--- src/rtl/fetch_pkg.sv ---
// Shared types and constants for the instruction fetch stage: data width,
// the NOP used as the IF/ID bubble, and the per-cycle action decode.
package fetch_pkg;

  localparam int XLEN = 32;
  localparam logic [XLEN-1:0] NOP_INST = 32'h0000_0033;
  localparam logic [XLEN-1:0] BUBBLE_PC = 32'h0000_0000;
  localparam logic [XLEN-1:0] BUBBLE_PC4 = 32'h0000_0004;
  localparam logic BUBBLE_VALID = 1'b0;
  localparam logic [XLEN-1:0] ALIGN_MASK = 32'hFFFF_FFFC;
  localparam logic [XLEN-1:0] PC_STEP = 32'h0000_0004;

  typedef enum logic [1:0] {
    ACT_RESET,
    ACT_REDIRECT,
    ACT_STALL,
    ACT_ADVANCE
  } fetch_action_e;

  typedef struct packed {
    logic [XLEN-1:0] pc;
    logic [XLEN-1:0] pc4;
    logic [XLEN-1:0] inst;
    logic valid;
  } if_id_t;

  // Reset beats redirect beats stall; a redirect squashes even a stalled fetch.
  function automatic fetch_action_e decode_action(input logic rst, input logic branch_taken,
                                                  input logic stall);
    if (rst) return ACT_RESET;
    else if (branch_taken) return ACT_REDIRECT;
    else if (stall) return ACT_STALL;
    else return ACT_ADVANCE;
  endfunction

  function automatic if_id_t bubble();
    if_id_t b;
    b.pc = BUBBLE_PC;
    b.pc4 = BUBBLE_PC4;
    b.inst = NOP_INST;
    b.valid = BUBBLE_VALID;
    return b;
  endfunction

endpackage

--- src/rtl/pc_reg.sv ---
// Fetch program counter with its next-PC selection (reset, redirect, hold, +4).
// The PC is always word aligned; the low two target bits are masked off.
module pc_reg
  import fetch_pkg::*;
#(
  parameter logic [XLEN-1:0] RESET_PC = 32'h0000_0000
) (
  input  logic            clk,
  input  logic            rst,
  input  logic            stall,
  input  logic            branch_taken,
  input  logic [XLEN-1:0] branch_target,
  output logic [XLEN-1:0] pc
);

  always_ff @(posedge clk) begin
    case (decode_action(rst, branch_taken, stall))
      ACT_RESET:    pc <= RESET_PC & ALIGN_MASK;
      ACT_REDIRECT: pc <= branch_target & ALIGN_MASK;
      ACT_STALL:    pc <= pc;
      default:      pc <= pc + PC_STEP;
    endcase
  end

endmodule

--- src/rtl/fetch_unit.sv ---
// Instruction fetch stage: PC register plus the IF/ID pipeline register.
// Define FETCH_PERF_CNT_EN to add the fetch/stall performance counters.
module fetch_unit
  import fetch_pkg::*;
#(
  parameter logic [XLEN-1:0] RESET_PC = 32'h0000_0000,
  parameter int IMEM_AW = 6
) (
  input  logic               clk,
  input  logic               rst,
  input  logic               stall,
  input  logic               branch_taken,
  input  logic [XLEN-1:0]    branch_target,
  output logic [IMEM_AW-1:0] imem_addr,
  input  logic [XLEN-1:0]    imem_data,
  output logic [XLEN-1:0]    pc,
  output logic [XLEN-1:0]    if_id_pc,
  output logic [XLEN-1:0]    if_id_pc4,
  output logic [XLEN-1:0]    if_id_inst,
  output logic               if_id_valid
`ifdef FETCH_PERF_CNT_EN
  ,
  output logic [31:0]        perf_fetch_cnt,
  output logic [31:0]        perf_stall_cnt
`endif
);

  fetch_action_e action;
  if_id_t if_id_q;

  assign action = decode_action(rst, branch_taken, stall);

  pc_reg #(
    .RESET_PC(RESET_PC)
  ) u_pc_reg (
    .clk          (clk),
    .rst          (rst),
    .stall        (stall),
    .branch_taken (branch_taken),
    .branch_target(branch_target),
    .pc           (pc)
  );

  // Memory index drops the byte offset and wraps within the memory size.
  assign imem_addr = pc[IMEM_AW+1:2];

  always_ff @(posedge clk) begin
    case (action)
      ACT_RESET, ACT_REDIRECT: if_id_q <= bubble();
      ACT_STALL:               if_id_q <= if_id_q;
      default: begin
        if_id_q.pc    <= pc;
        if_id_q.pc4   <= pc + PC_STEP;
        if_id_q.inst  <= imem_data;
        if_id_q.valid <= 1'b1;
      end
    endcase
  end

  assign if_id_pc    = if_id_q.pc;
  assign if_id_pc4   = if_id_q.pc4;
  assign if_id_inst  = if_id_q.inst;
  assign if_id_valid = if_id_q.valid;

`ifdef FETCH_PERF_CNT_EN
  always_ff @(posedge clk) begin
    case (action)
      ACT_RESET: begin
        perf_fetch_cnt <= '0;
        perf_stall_cnt <= '0;
      end
      ACT_STALL:   perf_stall_cnt <= perf_stall_cnt + 32'd1;
      ACT_ADVANCE: perf_fetch_cnt <= perf_fetch_cnt + 32'd1;
      default: ;
    endcase
  end
`endif

endmodule

--- config.mk ---
export PLATFORM = sky130hd
export DESIGN_NAME = fetch_unit
export DESIGN_NICKNAME = d
export VERILOG_FILES = /design/src/rtl/fetch_pkg.sv /design/src/rtl/pc_reg.sv /design/src/rtl/fetch_unit.sv
export SDC_FILE = /design/constraint.sdc
export NUM_CORES = 1
export LEC_CHECK = 0
export ABC_AREA = 1
export CORE_ASPECT_RATIO = 1.25
export CORE_UTILIZATION = 45
export CTS_BUF_LIST = sky130_fd_sc_hd__clkbuf_2
export CTS_CLUSTER_SIZE = 14
export DETAILED_ROUTE_END_ITERATION = 16
export PLACE_DENSITY = 0.81
export RECOVER_POWER = 50
export SYNTH_ARGS = -nofsm -noshare
export SYNTH_HDL_FRONTEND = slang
export SYNTH_SLANG_ARGS = --single-unit
--- constraint.sdc ---
create_clock -name clk -period 6.06 [get_ports clk]
set_input_delay 1.212 -clock clk [delete_from_list [all_inputs] [get_ports clk]]
set_output_delay 1.212 -clock clk [all_outputs]
set_load 0.02 [all_outputs]
==> out/results.ini <==
[floorplan]
ios = 203
die_area_mm2 = 0.0129
fp.dieH_um = 126
start_util_pct = 46.1
rows = 45
core_region_area_mm2 = 0.0121
die_w_um = 102

[logic_synthesis]
synth_top_area_share_pct = 66.2
syn_area_per_cell_um2 = 9.91
yosysWarnings = 0
synth.area.top_cells = edfxtp_1, nand2_1, nor2_1
synth_most_common_cell = nand2_1
synth_ff_type = edfxtp_1
synth_edf_count = 123
async_flop_share_pct = 0
synth_cell_types = 22
synth_common_cells = nand2_1, edfxtp_1, nor2_1, inv_1, nand3_1
synth.largest_area_cell = edfxtp_1
seq_area_frac_synth_pct = 66.2
syn-cell-area_mm2 = 0.00558
ys_ff_latch = 123
synthCells = 563

[pwr]
p_leak_nw = 3.35
p_per_area_mw_per_mm2 = 242
total_power_mw = 1.91
vdd_drop_max_uv = 110

[critical_path]
path_buf_inv = 3
cp.arrival_ps = 4450
end_kind = flop
worstPathCellList = dlygate4sd3_1 -> inv_1 -> nand2_2 -> clkbuf_1 -> o21ai_0
cp_slowest_stage_delay_ps = 2210
crit_slowest_cell = clkbuf_1
cp.depth = 5
worstPathRequired_ps = 6370
r2r_cells = 8
cp_top_family = buffers and inverters
worst_setup_path_start_kind = input port
critPathKind = input port to flop
critPathMaxFanout = 71

[cts]
clkLatencyLatePin_ps = 670
cts_resized = 0
post_cts_buffers = 0
hold_buffers = 0
cts-root-buf = clkbuf_2
h-tree-depth = 4
clock_sinks = 123
cts.path.max_buffers = 2
clk_pin_slew_ps = 170
cts_tree = built
cts_buffers = 17

[flow_run]
maxCapViolations = 1

[cells_and_area]
fillers = 978
final_util_pct = 65.0
area_growth_pct = 41.0
nNetsFinal = 830
drive_gt1_share_pct = 6.87
final_cells = 937
largest_reg_flops = 32

[placement]
gp_congestion = 0.867
io_buffers = 194
place_inst = 906
dpl.hpwl_mm = 10.1

[global_route]
use_met2_pct = 39.9
antenna_found_initial = 1
grt_pass1_wl_mm = 21.6
grt_max_degree = 72
grt-ovfl-total = 0
grt_use_met1_pct = 24.4
grt_pass1_vias = 4487
use_met3_pct = 5.95
grtUsageTotal_pct = 22.5
busiest_layer = met2

[detailed_routing]
drc = 0
wl_per_cell_um = 15.0
drtIter0Drc = 290
via_count = 4491
final_antenna_net_count = 0
drtPass1Iterations = 7
viasPerCell = 4.79
drt-total-wl_mm = 14.1

[timing]
slew_headroom_pct = -109
tns_ps = 0
hold_viol_final = 0
final.min_clock_period_ps = 4140
fin_skew_ps = 28.6
rsz0062_at_grt = no
maxSlewViolCount = 72
tightest_slew_ps = 3140
whs_ps = 700
max_freq_mhz = 242
setup_violations = 0
min_period_over_period_pct = 68.3

[min_path]
hold_path_class = flop to flop
worstHoldPathCells = 2

[run_status]
violations = capacitance limit, slew limit
outcome = finished, violations left

[worst min-delay path: cells and delay by family (launching register included)]
kind / cells / cell delay, ps
buffers and inverters: 1 / 70
DFF: 1 / 420
and+or+nand+nor: 1 / 110
[power breakdown]
group | total [mW] | internal [mW] | switching, mW | leakage (nW)
Sequential | 1.04 | 1.00 | 0.0398 | 1.40
Clock | 0.514 | 0.226 | 0.289 | 0.147
Combinational | 0.352 | 0.165 | 0.187 | 1.80
Total | 1.91 | 1.39 | 0.515 | 3.35
[metrics by stage]
step,area [um2],setup WS [ps]
finish,7870,1920
global route,7870,1680
CTS,7880,2950
detailed placement,7660,2530
global placement,7660,2590
floorplan,5600,1270
[kinds of logic (layout without fill, tap and decap cells)]
group / Yosys count / after routing / share of synthesized area [%]
buffers and inverters: 119 / 323 / 8.90
flip-flops: 123 / 123 / 66.2
AO/OA/AOI/OAI: 25 / 25 / 2.24
other: 1 / 7 / 0.0672
adder cells (fa/ha/maj): 1 / 1 / 0.224
AND/OR/NAND/NOR: 294 / 294 / 22.4
[layout make-up]
cell class / count / area, um2 / area share [%]
flip-flops and latches: 123 / 3690 / 46.9
repair buffers: 198 / 1980 / 25.1
multi-input cells: 326 / 1410 / 17.9
inverters: 95 / 357 / 4.53
well taps: 164 / 205 / 2.61
clock inverters: 10 / 126 / 1.61
clock buffers: 20 / 100 / 1.27
diodes: 1 / 2.50 / 0.0318
[per-layer routing]
layer | routed length, um | vias to the layer above | share of wire, %
met5 | 0 | - | 0
met4 | 497 | 0 | 3.5
met3 | 1030 | 36 | 7.3
met2 | 7290 | 212 | 52
met1 | 5270 | 2077 | 37
li1 | - | 2166 | -
[final timing paths]
path	from	endpoint	slack, ps
worst max-delay path	branch_taken	u_pc_reg.pc[14]$_DFFE_PP_	1920
worst max register to register	u_pc_reg.pc[3]$_DFFE_PP_	u_pc_reg.pc[12]$_DFFE_PP_	4100
worst min-delay path	u_pc_reg.pc[31]$_DFFE_PP_	if_id_pc[31]$_SDFFCE_PN0P_	700
worst min register to register	u_pc_reg.pc[31]$_DFFE_PP_	if_id_pc[31]$_SDFFCE_PN0P_	700
[layout by cell type (no fill, tap or decap), drive strengths merged]
| master | count |
|---|---|
| a21oi | 1 |
| and2 | 1 |
| buf | 2 |
| bufinv | 3 |
| clkbuf | 22 |
| clkdlybuf4s50 | 193 |
| clkinv | 6 |
| clkinvlp | 1 |
| conb | 6 |
| diode | 1 |
| dlygate4sd3 | 1 |
| edfxtp | 123 |
| ha | 1 |
| inv | 95 |
| nand2 | 138 |
| nand3 | 30 |
| nor2 | 120 |
| nor3 | 1 |
| o21ai | 24 |
| or2 | 4 |
(Power assumes the default switching activity.)
